`src/rtl/led_matrix_pkg.sv`:
```
// Shared types, default parameters and plane-order helpers for the LED matrix scan path.
package led_matrix_pkg;

    typedef enum logic [2:0] {
        IDLE,
        FILL,
        BLANK,
        LATCH,
        DISPLAY,
        HOLD
    } scan_state_t;

    localparam int DEF_DATA_WIDTH        = 8;
    localparam int DEF_MUX_LENGTH        = 4;
    localparam int DEF_BASE_TICKS        = 4;
    localparam int DEF_WAIT_COUNT_LENGTH = 17;

    // Plane order is bit-major within a row and wraps (last row, last bit) -> (0, 0).
    function automatic int unsigned next_plane_bit(input int unsigned bit_idx,
                                                   input int unsigned planes);
        return (bit_idx + 1 >= planes) ? 0 : bit_idx + 1;
    endfunction

    function automatic int unsigned next_plane_row(input int unsigned row,
                                                   input int unsigned bit_idx,
                                                   input int unsigned rows,
                                                   input int unsigned planes);
        if (bit_idx + 1 < planes)
            return row;
        return (row + 1 >= rows) ? 0 : row + 1;
    endfunction

endpackage

```
`src/rtl/bcm_on_timer.sv`:
```
// Loadable display down-counter; flags the last display cycle and whether the LEDs
// should be lit in the following cycle.
module bcm_on_timer #(
    parameter int WIDTH = 17
) (
    input  logic             clk,
    input  logic             rst,
    input  logic             load,
    input  logic [WIDTH-1:0] load_val,
    input  logic [WIDTH-1:0] on_val,
    output logic             expired,
    output logic             on_window
);

    logic [WIDTH-1:0] count;
    logic [WIDTH-1:0] on_count;

    always_ff @(posedge clk or posedge rst) begin
        if (rst) begin
            count    <= '0;
            on_count <= '0;
        end else if (load) begin
            count    <= load_val;
            on_count <= on_val;
        end else begin
            if (count != '0)
                count <= count - WIDTH'(1);
            if (on_count != '0)
                on_count <= on_count - WIDTH'(1);
        end
    end

    // Both flags look one cycle ahead so the scheduler can register oe_n.
    assign expired   = (count < WIDTH'(2));
    assign on_window = load ? (on_val != '0) : (on_count > WIDTH'(1));

endmodule

```
`src/rtl/bcm_scan_scheduler.sv`:
```
// Row/bit-plane scan sequencer with shifter prefetch and binary-weighted on-times.
// Optional global dimming input enabled by defining BCM_BRIGHTNESS_EN.
//
// state   | meaning
// IDLE    | panel dark, waiting for enable
// FILL    | first plane requested, waiting for shift_done
// BLANK   | panel dark, row mux moves to the plane just shifted
// LATCH   | latch pulse, timer load, prefetch of the next plane
// DISPLAY | plane on-time counting down
// HOLD    | display done but prefetch still outstanding
module bcm_scan_scheduler
    import led_matrix_pkg::*;
#(
    parameter int DATA_WIDTH        = DEF_DATA_WIDTH,
    parameter int MUX_LENGTH        = DEF_MUX_LENGTH,
    parameter int BASE_TICKS        = DEF_BASE_TICKS,
    parameter int WAIT_COUNT_LENGTH = DEF_WAIT_COUNT_LENGTH,
    parameter int BW                = $clog2(DATA_WIDTH)
) (
    input  logic                  clk,
    input  logic                  rst,
    input  logic                  enable,
    output logic                  shift_start,
    output logic [MUX_LENGTH-1:0] shift_row,
    output logic [BW-1:0]         shift_bit,
    input  logic                  shift_done,
    output logic [MUX_LENGTH-1:0] mux_val,
    output logic                  latch,
    output logic                  oe_n,
    output logic                  frame_done
`ifdef BCM_BRIGHTNESS_EN
    ,
    input  logic [7:0]            brightness
`endif
);

    localparam int ROWS = 2 ** MUX_LENGTH;

    if (BASE_TICKS < 1 || DATA_WIDTH < 2 || MUX_LENGTH < 1 ||
        (longint'(BASE_TICKS) << (DATA_WIDTH - 1)) >= (longint'(1) << WAIT_COUNT_LENGTH)) begin : g_bad_params
        $error("bcm_scan_scheduler: illegal parameter combination");
    end

    scan_state_t                  state;
    logic                         outstanding;
    logic                         plane_ready;
    logic [BW-1:0]                disp_bit;
    logic                         disp_last;
    logic                         done_ok;
    logic                         go_blank;
    logic                         go_hold;
    logic                         go_idle;
    logic                         expired;
    logic                         on_window;
    logic [WAIT_COUNT_LENGTH-1:0] load_val;
    logic [WAIT_COUNT_LENGTH-1:0] on_val;

    assign load_val = WAIT_COUNT_LENGTH'(BASE_TICKS) << disp_bit;

`ifdef BCM_BRIGHTNESS_EN
    logic [WAIT_COUNT_LENGTH+8:0] on_prod;
    assign on_prod = (WAIT_COUNT_LENGTH + 9)'(load_val) *
                     (WAIT_COUNT_LENGTH + 9)'({1'b0, brightness} + 9'd1);
    assign on_val  = WAIT_COUNT_LENGTH'(on_prod >> 8);
`else
    assign on_val  = load_val;
`endif

    bcm_on_timer #(
        .WIDTH(WAIT_COUNT_LENGTH)
    ) u_on_timer (
        .clk      (clk),
        .rst      (rst),
        .load     (state == LATCH),
        .load_val (load_val),
        .on_val   (on_val),
        .expired  (expired),
        .on_window(on_window)
    );

    // A stray shift_done with nothing requested is ignored; plane_ready only
    // lets DISPLAY move on when a prefetch was actually issued and delivered.
    always_comb begin
        done_ok  = shift_done && outstanding;
        go_blank = 1'b0;
        go_hold  = 1'b0;
        go_idle  = 1'b0;
        case (state)
            FILL:    go_blank = done_ok;
            DISPLAY: begin
                if (expired) begin
                    if (outstanding && !shift_done)
                        go_hold = 1'b1;
                    else if (enable && (plane_ready || done_ok))
                        go_blank = 1'b1;
                    else
                        go_idle = 1'b1;
                end
            end
            HOLD: begin
                go_blank = done_ok && enable;
                go_idle  = done_ok && !enable;
            end
            default: ;
        endcase
    end

    always_ff @(posedge clk or posedge rst) begin
        if (rst) begin
            state       <= IDLE;
            shift_start <= 1'b0;
            shift_row   <= '0;
            shift_bit   <= '0;
            mux_val     <= '0;
            latch       <= 1'b0;
            oe_n        <= 1'b1;
            frame_done  <= 1'b0;
            outstanding <= 1'b0;
            plane_ready <= 1'b0;
            disp_bit    <= '0;
            disp_last   <= 1'b0;
        end else begin
            shift_start <= 1'b0;
            latch       <= 1'b0;
            frame_done  <= 1'b0;
            if (done_ok) begin
                outstanding <= 1'b0;
                plane_ready <= 1'b1;
            end
            if (go_blank) begin
                state       <= BLANK;
                oe_n        <= 1'b1;
                mux_val     <= shift_row;
                disp_bit    <= shift_bit;
                disp_last   <= (&shift_row) && (shift_bit == BW'(DATA_WIDTH - 1));
                plane_ready <= 1'b0;
            end else if (go_hold) begin
                state <= HOLD;
                oe_n  <= 1'b1;
            end else if (go_idle) begin
                state       <= IDLE;
                oe_n        <= 1'b1;
                plane_ready <= 1'b0;
            end else begin
                case (state)
                    IDLE: begin
                        oe_n <= 1'b1;
                        if (enable) begin
                            state       <= FILL;
                            shift_start <= 1'b1;
                            shift_row   <= '0;
                            shift_bit   <= '0;
                            outstanding <= 1'b1;
                            plane_ready <= 1'b0;
                        end
                    end
                    BLANK: begin
                        state      <= LATCH;
                        latch      <= 1'b1;
                        frame_done <= disp_last;
                        shift_row  <= MUX_LENGTH'(next_plane_row(32'(shift_row), 32'(shift_bit),
                                                                 ROWS, DATA_WIDTH));
                        shift_bit  <= BW'(next_plane_bit(32'(shift_bit), DATA_WIDTH));
                        if (enable) begin
                            shift_start <= 1'b1;
                            outstanding <= 1'b1;
                        end
                    end
                    LATCH: begin
                        state <= DISPLAY;
                        oe_n  <= !on_window;
                    end
                    DISPLAY: oe_n <= !on_window;
                    default: ;
                endcase
            end
        end
    end

endmodule

```
`config.mk`:
```
export PLATFORM = sky130hd
export DESIGN_NAME = bcm_scan_scheduler
export DESIGN_NICKNAME = d
export VERILOG_FILES = /design/src/rtl/led_matrix_pkg.sv /design/src/rtl/bcm_on_timer.sv /design/src/rtl/bcm_scan_scheduler.sv
export SDC_FILE = /design/constraint.sdc
export NUM_CORES = 1
export LEC_CHECK = 0
export BUFFER_PORTS_ARGS = -buffer_cell sky130_fd_sc_hd__buf_2
export CAP_MARGIN = 30
export CORE_MARGIN = 2
export CORE_UTILIZATION = 40
export DETAILED_ROUTE_END_ITERATION = 10
export GPL_TIMING_DRIVEN = 0
export PLACE_DENSITY_LB_ADDON = 0.1
export SLEW_MARGIN = 5
export SYNTH_ARGS = -nofsm -noshare
export SYNTH_HDL_FRONTEND = slang
export SYNTH_SLANG_ARGS = --single-unit
```
`constraint.sdc`:
```
create_clock -name clk -period 3.2 [get_ports clk]
set_input_delay 0.48 -clock clk [delete_from_list [all_inputs] [get_ports clk]]
set_output_delay 0.48 -clock clk [all_outputs]
set_load 0.01 [all_outputs]
```
==> results_dict.tcl <==
set metrics [dict create \
    htreeDepth 3 \
    p_leak_uw 0.001580 \
    area_growth_pct 13.93 \
    r2r_setup_slack_ns 0.79 \
    clkTransAtPathRegs_ns 0.07 \
    use_met3_pct 4.341 \
    drc_errors 0 \
    cts_setup_buffers 0 \
    setup_slack_ns 0.7860 \
    avgSynthCellArea_um2 9.463 \
    period_needed_ns 2.414 \
    finalSetupViolations 0 \
    timing.rr.start "u_on_timer.on_count[0]$_DFFE_PP0P_" \
    cts_sinks 58 \
    pin_count 19 \
    grt_pass1_wl_mm 11.67 \
    syn_nets 326 \
    finClkSkew_ns 0.006774 \
    final_nets 356 \
    io_buffers 18 \
    tightest_slew_ns 0.7958 \
    synthArstFlopShare_pct 100.0 \
    rows 31 \
    die_area_um2 8184 \
    yosysUniqueCellTypes 49 \
    numCtsBuffers 9 \
    fmax_mhz 414.2 \
    worstPathArrival_ns 2.62 \
    postRouteWirelength_mm 6.788 \
    cts-root-buf "clkbuf_8" \
    critPathLaunch "u_on_timer.on_count[0]$_DFFE_PP0P_" \
    path_cells "inv_1 -> ha_1 -> or4b_2 -> clkbuf_1 -> or2_2 -> clkbuf_1 -> or3b_2 -> a21oi_1" \
    critPathMaxStageDelay_ns 0.60 \
    critPathRequiredTime_ns 3.41 \
    cts_tree "yes" \
    via_count 2420 \
    die_y_um 90.47 \
    clk_latency_ns 0.33 \
    synth-main-ff-cell "dfrtp_1" \
    worstSetupEndpointType "register" \
    grt_pass1_vias 2323 \
    busiest_layer "met2" \
    grt-ovfl-total 0 \
    synth.yosys.seq_area_share_pct 48.58 \
    grt_util_met1_pct 25.51 \
    synth_cells 316 \
    cellPowerDensity_nw_per_um2 856.6 \
    path_delay_family "simple AND/OR/NAND/NOR gates" \
    fin_setup_tns_ns 0 \
    syn_area_um2 2990 \
    cp-start-kind "register" \
    crit_slowest_cell "or4b_2" \
    rr_endpoint "u_on_timer.on_count[9]$_DFFE_PP0P_" \
    peakVddDrop_mv 0.3365 \
    path_common_cell "clkbuf_1" \
    drtIter0Drc 170 \
    start_util_pct 41.23 \
    rr_worst_depth 8 \
    drt-wirelength-per-cell_um 15.08 \
    ys_ff_latch 58 \
    max-slew-margin-rel_pct 46.54 \
    antenna_found_initial 0 \
    dp.final_hpwl_mm 4.750 \
    detailedPlace.worstSlack_ns 0.7932 \
    rsz0062_at_grt "no" \
    cp_num_cells 8 \
    period_share_pct 75.44 \
    synth_edf_count 0 \
    insertedDiodeCount 0 \
    status "completed" \
    cts_buffer_depth 2 \
    slew_violations 0 \
    track_usage_pct 17.94 \
    use_met2_pct 26.99 \
    antenna_left 0 \
    routed_via_density 5.378 \
    gp_congestion 0.7673 \
    path_class "register to register" \
    ctsHoldBuffers 0 \
    layout-drive-gt1-share_pct 15.10 \
    critPathMaxFanout 7 \
    first_pass_iters 4 \
    grt_max_degree 41 \
    crit_buf_inv 3 \
    post_cts_resized 0 \
    yosysWarnings 0 \
    hold_viol 0 \
    core_area_um2 7253 \
    p_total_uw 2919 \
    die_w_um 90.47 \
    drv_cap 0 \
    hold_path.class "input pin to asynchronous set/reset pin" \
    crit_end "u_on_timer.on_count[9]$_DFFE_PP0P_" \
]
==> cells in the final DEF, fill, tap and decap left out, types with 3 or more instances in the layout <==
cell / instances
a211oi_1: 4
a21o_1: 3
a21oi_1: 23
a22o_1: 4
a31oi_1: 7
and2_1: 5
and3_1: 4
buf_2: 18
clkbuf_1: 13
clkbuf_8: 12
dfrtp_1: 57
ha_1: 6
inv_1: 10
mux2_2: 7
mux2i_1: 3
nand2_1: 22
nand2b_1: 3
nand3_1: 7
nand3b_1: 3
nand4_1: 8
nor2_1: 39
nor2b_1: 3
nor3_1: 25
nor4_1: 4
o211ai_1: 3
o21ai_0: 12
or2_2: 4
xor2_1: 8
==> area by class of cell <==
cell class | count | area (um^2)
fillers | 722 | 3846
multi-input cells | 236 | 1455
flip-flops and latches | 58 | 1453
clock buffers | 14 | 172.7
well taps | 99 | 123.9
repair buffers | 19 | 110.1
plain buffers | 11 | 41.29
inverters | 11 | 41.29
clock inverters | 2 | 10.01
==> sequential cells by signal, summed over array words and instances, names as in the netlist <==
signal               flops
disp_bit                 3
shift_row                4
plane_ready              1
shift_bit                3
mux_val                  4
frame_done               1
outstanding              1
shift_start              1
u_on_timer.count        17
state                    3
oe_n                     1
latch                    1
u_on_timer.on_count     17
disp_last                1
==> logic make-up after synthesis <==
| family | share of synthesized area [%] |
|---|---|
| and+or+nand+nor | 24.77 |
| AOI/OAI and AO/OA | 14.44 |
| DFF | 48.58 |
| buffers and inverters | 2.762 |
| muxes | 4.017 |
| xor gates and xnor gates | 2.929 |
| adders and majority gates | 2.510 |
==> worst reg2reg max path: stages, from the launching register on <==
cell and delay (ns):
dfrtp_1 0.44, inv_1 0.08, ha_1 0.22, or4b_2 0.60, clkbuf_1 0.21, or2_2 0.32, clkbuf_1 0.17, or3b_2 0.22
a21oi_1 0.05
==> worst min path at each step <==
| stage | endpoint | cells after the start | slack [ns] | startpoint |
|---|---|---|---|---|
| final | mux_val[1]$_DFFE_PP0P_ | 2 | 0.14 | rst |
| after global routing | shift_row[1]$_DFFE_PP0P_ | 2 | 0.17 | rst |
| after CTS | mux_val[0]$_DFFE_PP0P_ | 2 | 0.15 | rst |
| after detailed placement | frame_done$_DFF_PP0_ | 1 | 0.47 | disp_last$_DFFE_PP0P_ |
| after global placement | frame_done$_DFF_PP0_ | 1 | 0.48 | disp_last$_DFFE_PP0P_ |
| after floorplan | frame_done$_DFF_PP0_ | 1 | 0.45 | disp_last$_DFFE_PP0P_ |
==> metrics by stage <==
stage / instance area [um^2] / util (%) / std cells / hold WS, ns
final: 3407 / 46.97 / 450 / 0.1380
after floorplan: 2990 / - / 316 / 0.4536
after detailed placement: 3224 / 44.45 / 434 / 0.4709
after CTS: 3407 / 46.97 / 450 / 0.1512
after global routing: 3407 / 46.97 / 450 / 0.1732
after global placement: 3204 / 44.18 / 433 / 0.4765
==> power breakdown <==
group	internal (uW)	switching, uW	leakage (uW)
Sequential	986	270	0.000757
Combinational	422	614	0.000727
Clock	343	284	0.0000965
Total	1750	1170	0.00158
==> cell usage after synthesis, types with 4 or more instances <==
cell type	instances	share of area, %
dfrtp_1	57	48
nor2_1	39	4.9
nor3_1	25	4.2
a21oi_1	23	3.8
nand2_1	22	2.8
o21ai_0	12	2.0
clkbuf_1	11	1.4
inv_1	11	1.4
nand4_1	8	1.7
xor2_1	8	2.3
a31oi_1	7	1.5
mux2_2	7	2.6
nand3_1	7	1.2
ha_1	6	2.5
and2_1	5	1.0
a211oi_1	4	1.0
a22o_1	4	1.2
and3_1	4	0.84
nor4_1	4	0.84
or2_2	4	0.84
==> per-layer routing <==
layer	wire length (um)	vias to the layer above
met1	3420	1165
met5	0	-
met2	3102	35
li1	-	1211
met3	180	9
met4	85	0
(Power assumes the default switching activity.)
